`config.mk`:
```
export PLATFORM = sky130hd
export DESIGN_NAME = bus_bridge_slave
export DESIGN_NICKNAME = d
export VERILOG_FILES = /design/src/rtl/bus_bridge_slave.sv
export SDC_FILE = /design/constraint.sdc
export NUM_CORES = 1
export LEC_CHECK = 0
export ABC_AREA = 1
export CAP_MARGIN = 10
export CORE_MARGIN = 1
export CORE_UTILIZATION = 25
export DETAILED_ROUTE_END_ITERATION = 7
export GPL_TIMING_DRIVEN = 0
export HOLD_SLACK_MARGIN = 0.15
export PLACE_DENSITY = 0.5
export SLEW_MARGIN = 20
export SYNTH_ARGS = -nofsm -noshare
export SYNTH_HDL_FRONTEND = slang
export SYNTH_SLANG_ARGS = --single-unit
```
`constraint.sdc`:
```
create_clock -name clk -period 1.5 [get_ports clk]
set_input_delay 0.225 -clock clk [delete_from_list [all_inputs] [get_ports clk]]
set_output_delay 0.225 -clock clk [all_outputs]
set_load 0.005 [all_outputs]
```
`src/rtl/bus_bridge_slave.sv`:
```
// bus_bridge_slave
// Collects a serial bus request (address, then write data, LSB first), ships
// it to a remote bridge as one UART frame {mode, data, addr}, and for reads
// waits for the returned byte and shifts it back out on srdata.
module bus_bridge_slave #(
    parameter int ADDR_WIDTH = 12,
    parameter int DATA_WIDTH = 8,
    localparam int FRAME_WIDTH = 1 + DATA_WIDTH + ADDR_WIDTH
) (
    input  logic                   clk,
    input  logic                   rstn,
    input  logic                   swdata,
    input  logic                   smode,
    input  logic                   mvalid,
    output logic                   srdata,
    output logic                   svalid,
    output logic                   sready,
    output logic [FRAME_WIDTH-1:0] u_din,
    output logic                   u_en,
    input  logic                   u_tx_busy,
    input  logic                   u_rx_ready,
    input  logic [DATA_WIDTH-1:0]  u_dout
);

    localparam int MAX_WIDTH = (ADDR_WIDTH > DATA_WIDTH) ? ADDR_WIDTH : DATA_WIDTH;
    localparam int CNT_WIDTH = $clog2(MAX_WIDTH);
    localparam logic [CNT_WIDTH-1:0] ADDR_LAST = CNT_WIDTH'(ADDR_WIDTH - 1);
    localparam logic [CNT_WIDTH-1:0] DATA_LAST = CNT_WIDTH'(DATA_WIDTH - 1);

    typedef enum logic [2:0] {
        IDLE,
        ADDR,
        WDATA,
        SEND,
        WAIT_RX,
        RDATA
    } state_t;

    state_t                   state;
    state_t                   state_nxt;
    logic [CNT_WIDTH-1:0]     count;
    logic [ADDR_WIDTH-1:0]    addr;
    logic [DATA_WIDTH-1:0]    data;
    logic                     mode;
    logic [DATA_WIDTH-1:0]    shift;
    logic                     prev_rx_ready;
    logic [FRAME_WIDTH-1:0]   din_q;

    logic                     rx_rise;
    logic                     tx_fire;
    logic [FRAME_WIDTH-1:0]   frame;

    assign rx_rise = u_rx_ready & ~prev_rx_ready;
    assign tx_fire = (state == SEND) && !u_tx_busy;
    assign frame   = {mode, data, addr};

    // State register.
    always_ff @(posedge clk or negedge rstn) begin
        // NOTE: sequential state uses non-blocking assignments so every
        // register samples pre-edge values regardless of block ordering.
        if (!rstn) begin
            state <= IDLE;
        end else begin
            state <= state_nxt;
        end
    end

    // Next-state decode.
    always_comb begin
        // NOTE: the default assignment first keeps this block latch-free even
        // on paths that do not change state.
        state_nxt = state;
        case (state)
            IDLE: begin
                if (mvalid) state_nxt = ADDR;
            end
            ADDR: begin
                if (mvalid && count == ADDR_LAST) state_nxt = mode ? WDATA : SEND;
            end
            WDATA: begin
                if (mvalid && count == DATA_LAST) state_nxt = SEND;
            end
            SEND: begin
                if (!u_tx_busy) state_nxt = mode ? IDLE : WAIT_RX;
            end
            WAIT_RX: begin
                if (rx_rise) state_nxt = RDATA;
            end
            RDATA: begin
                if (count == DATA_LAST) state_nxt = IDLE;
            end
            default: state_nxt = IDLE;
        endcase
    end

    // Datapath: bit collection, frame hold register, read-back shifter.
    // Address and data are shifted in from the MSB end, so once a field has
    // received all of its bits the first (LSB) bit sits at index 0.
    always_ff @(posedge clk or negedge rstn) begin
        if (!rstn) begin
            count         <= '0;
            addr          <= '0;
            data          <= '0;
            mode          <= 1'b0;
            shift         <= '0;
            prev_rx_ready <= 1'b0;
            din_q         <= '0;
        end else begin
            prev_rx_ready <= u_rx_ready;
            case (state)
                IDLE: begin
                    if (mvalid) begin
                        addr  <= {swdata, addr[ADDR_WIDTH-1:1]};
                        mode  <= smode;
                        count <= CNT_WIDTH'(1);
                    end
                end
                ADDR: begin
                    if (mvalid) begin
                        addr <= {swdata, addr[ADDR_WIDTH-1:1]};
                        if (count == ADDR_LAST) begin
                            count <= '0;
                            // Reads carry an all-zero data field in the frame.
                            if (!mode) data <= '0;
                        end else begin
                            count <= count + CNT_WIDTH'(1);
                        end
                    end
                end
                WDATA: begin
                    if (mvalid) begin
                        data <= {swdata, data[DATA_WIDTH-1:1]};
                        if (count == DATA_LAST) count <= '0;
                        else                    count <= count + CNT_WIDTH'(1);
                    end
                end
                SEND: begin
                    if (!u_tx_busy) din_q <= frame;
                end
                WAIT_RX: begin
                    if (rx_rise) begin
                        shift <= u_dout;
                        count <= '0;
                    end
                end
                RDATA: begin
                    shift <= shift >> 1;
                    if (count == DATA_LAST) count <= '0;
                    else                    count <= count + CNT_WIDTH'(1);
                end
                default: count <= '0;
            endcase
        end
    end

    // Output decode; u_din shows the frame in the strobe cycle, then holds it.
    always_comb begin
        sready = (state == IDLE);
        u_en   = tx_fire;
        u_din  = tx_fire ? frame : din_q;
        svalid = (state == RDATA);
        srdata = (state == RDATA) & shift[0];
    end

endmodule

```
==> metrics.md <==
| Metric | Value |
|---|---|
| Starting Density | `0.260` |
| Final Wtd Congestion | `0.789` |
| Final max-slew violation count | `0` |
| Clk sinks | `58` |
| Pwr/cell area | `around 1900 nW/µm²` |
| Ys Warns | `0` |
| Crit path max fanout | `8` |
| Layout Area Growth over Synthesis | `52.4%` |
| Leakage Power | `0.00197 µW` |
| # rows | `37` |
| Initial antenna violation count | `0` |
| Critical Path RT | `1.27 ns` |
| Max cap viols | `0` |
| Syn nets | `335` |
| Top post-synthesis cells by area | `dfrtp_1, nand2_1, o21ai_2` |
| Critical path origin | `state[0]` |
| Number of H-tree levels | `3` |
| CP Class | `register to output port` |
| Gate Count Post-Synth | `~320` |
| Core box area | `10,500 µm²` |
| Violated checks | `setup timing` |
| Final cell count without fillers | `542` |
| Post-DP HPWL | `4250 µm` |
| Global-route wire length before repair | `10,900 µm` |
| Post-synthesis sequential area ratio | `0.533` |
| Clk slew on worst S/H paths | `0.08 ns` |
| Horiz. Die Dim | `~110 µm` |
| Routed WL per cell | `13.0 µm` |
| Reg-to-Reg Start | `state[2]` |
| Min Tclk post-route | `1.99 ns` |
| #FFs+latches synth | `58` |
| Final setup fails | `40` |
| Synth top area share | `0.533` |
| Highest clock rate | `502 MHz` |
| Slew Limit Headroom | `0.779` |
| RSZ-0062 raised after global routing | `yes` |
| N_diodes | `0` |
| FF-to-FF setup slack | `-0.22 ns` |
| DR DRC count | `0` |
| Post-DR vias/cell | `4.35` |
| CTS buffer count | `9` |
| TritonCTS clock tree | `yes` |
| Dominant cell type by area after synthesis | `dfrtp_1` |
| Drt pass-1 iters | `4` |
| Distinct cell type count after synthesis | `19` |
| Slowest cell delay on critical path | `0.38 ns` |
| FF-to-FF End | `data[4]` |
| Clock root buffer master | `clkbuf_8` |
| Grt ovf | `0` |
| Placed Cells | `between 400 and 500` |
| Number of global-route vias before repair | `2,295` |
| Synth Area per Inst | `8.54 µm²` |
| CTS max path bufs | `2` |
| Setup crit end | `u_din[1]` |
| Worst Reg-to-Reg Cells | `11` |
| Critical path's slowest cell | `dfrtp_2` |
| Peak VDD IR | `about 0.54 mV` |
| CP cell instances | `inv_2 > nor2_4 > nand2_2 > or2_4 > buf_12 > clkbuf_16 > o21ai_4 > buf_2` |
| Overall routing resource usage | `0.124` |
| Commonest cells in the netlist | `nand2_1, dfrtp_1, inv_1` |
| Placed cell areas | `3310 µm²` |
| Worst Max-Slew Pin Slew | `0.330 ns` |
| Critical Path Source Type | `register` |
| Element type at the critical path end | `output port` |
| Final Cell Area | `4150 µm²` |
| Final worst path period share | `1.33` |
| Setup ws final | `-0.494 ns` |
| Via count | `2,356` |
| Crit path DAT | `1.77 ns` |
| Worst-skew pair later-pin latency | `0.34 ns` |
| Die Ht | `106 µm` |
| Status | `complete, but fails checks` |
| Boundary pin count | `40` |
| Max Clock Skew | `0.00984 ns` |
| Drt first-iter violations | `62` |
| Number of flops mapped to enable cells by yosys | `0` |
| Top FF cell, synth | `dfrtp_1` |
| Nets@finish | `417` |
| Drt total wl | `~7000 µm` |
| Layout cells sized above 1 | `0.421` |
| IO buf count | `39` |
| Largest net degree at the start of global routing | `50` |
| Synthesized area | `about 2700 µm²` |
| Worst min-delay path class | `input port to async pin` |
| Async set or reset register ratio after synthesis | `1.00` |
| Count leader, synth | `nand2_1` |
| Hold Fails Final Rpt | `0` |
| Die area | `11,300 µm²` |
| Post-route ant nets | `0` |
[stage by stage]
step / power (µW) / utilization / hold WS, ns / TNS (ns) / setup slack, ns
3_3_place_gp: 5130 / 0.314 / 0.455 / -121.42 / -1.76
6_report: 7740 / 0.397 / 0.269 / -12.54 / -0.494
5_1_grt: 8320 / 0.397 / 0.278 / -15.90 / -0.571
2_1_floorplan: 4120 / - / -0.0706 / 0 / 0.0267
4_1_cts: 6780 / 0.352 / 0.268 / -16.64 / -0.638
3_5_place_dp: 5170 / 0.316 / 0.0812 / -20.18 / -0.626
[final cells by class]
cell class	instances	area, µm²
buffer	10	155
clock buffer	10	138
clock inverter	6	41.3
fill	1072	6310
inverter	37	149
multi-input combinational	213	1400
sequential	58	1450
tap	136	170
timing repair buffer	72	649
[sequential cells by signal, summed over array words and instances, names as in the netlist]
register,flops
data,8
addr,12
prev_rx_ready,1
shift,8
count,4
state,3
din_q,21
mode,1
[where the power goes]
part	internal (µW)	total [µW]	switching, µW
clock	643	1310	671
combinational	1790	3990	2200
sequential	2130	2440	307
total	4560	7740	3170
[worst max-delay path: cells and delay by family, from the launching register on]
kind,cells,cell delay (ns)
AO/OA/AOI/OAI,1,0.14
AND/OR/NAND/NOR,3,0.41
flip-flops,1,0.38
buffers and inverters,4,0.52
[placed cells by master (no fill, tap or decap)]
master	n
nand2_1	58
dfrtp_1	57
nand2_2	31
inv_1	29
nor2_1	27
nand3_1	23
buf_6	18
buf_2	18
o21ai_4	17
buf_4	16
clkdlybuf4s50_1	13
nand2_4	11
clkbuf_8	10
nor2_4	9
o21ai_1	8
o22ai_1	7
o21ai_0	6
inv_2	5
nand4_1	5
clkbuf_2	5
buf_12	4
nand3_2	4
clkinvlp_4	3
inv_4	2
buf_8	2
o21ai_2	2
inv_6	2
nand3_4	2
clkinv_2	2
clkbuf_16	2
buf_16	2
or2_4	1
a21oi_1	1
ha_2	1
dlygate4sd3_1	1
clkdlybuf4s15_2	1
dfrtp_2	1
[layer usage]
layer	part of all wire	up-vias	GRT usage	wire, µm
met1	0.47	1123	0.168	3280
li1	-	1182	-	-
met3	0.039	10	0.0288	273
met4	0.015	0	0.0536	106
met2	0.48	41	0.189	3380
met5	0	-	0	0
[kinds of logic (layout without fill, tap and decap cells)]
| logic type | count (synthesis) | count (layout) | share of synthesized area |
|---|---|---|---|
| compound gates | 41 | 41 | 0.105 |
| fa+ha+maj | 1 | 1 | 0.00459 |
| buf+inv | 48 | 135 | 0.0868 |
| flops | 58 | 58 | 0.533 |
| simple gates | 171 | 171 | 0.271 |
[worst min-delay path by stage]
stage	cells past startpoint	end	startpoint
global route	2	shift[4]	rstn
CTS	2	shift[4]	rstn
detailed placement	1	shift[4]	rstn
floorplan	0	addr[0]	rstn
finish	2	shift[4]	rstn
global placement	2	din_q[20]	din_q[20]
[what timing repair did]
action                                  CTS  global route
hold endpoints to repair                 58             0
endpoints found under the setup margin   45            64
gates resized for setup                 108           124
pin swaps                                 3            20
hold buffers                              1             0
buffers inserted                         10            17
cloned                                    1             3
No activity file was read; power rests on OpenSTA's default activity.
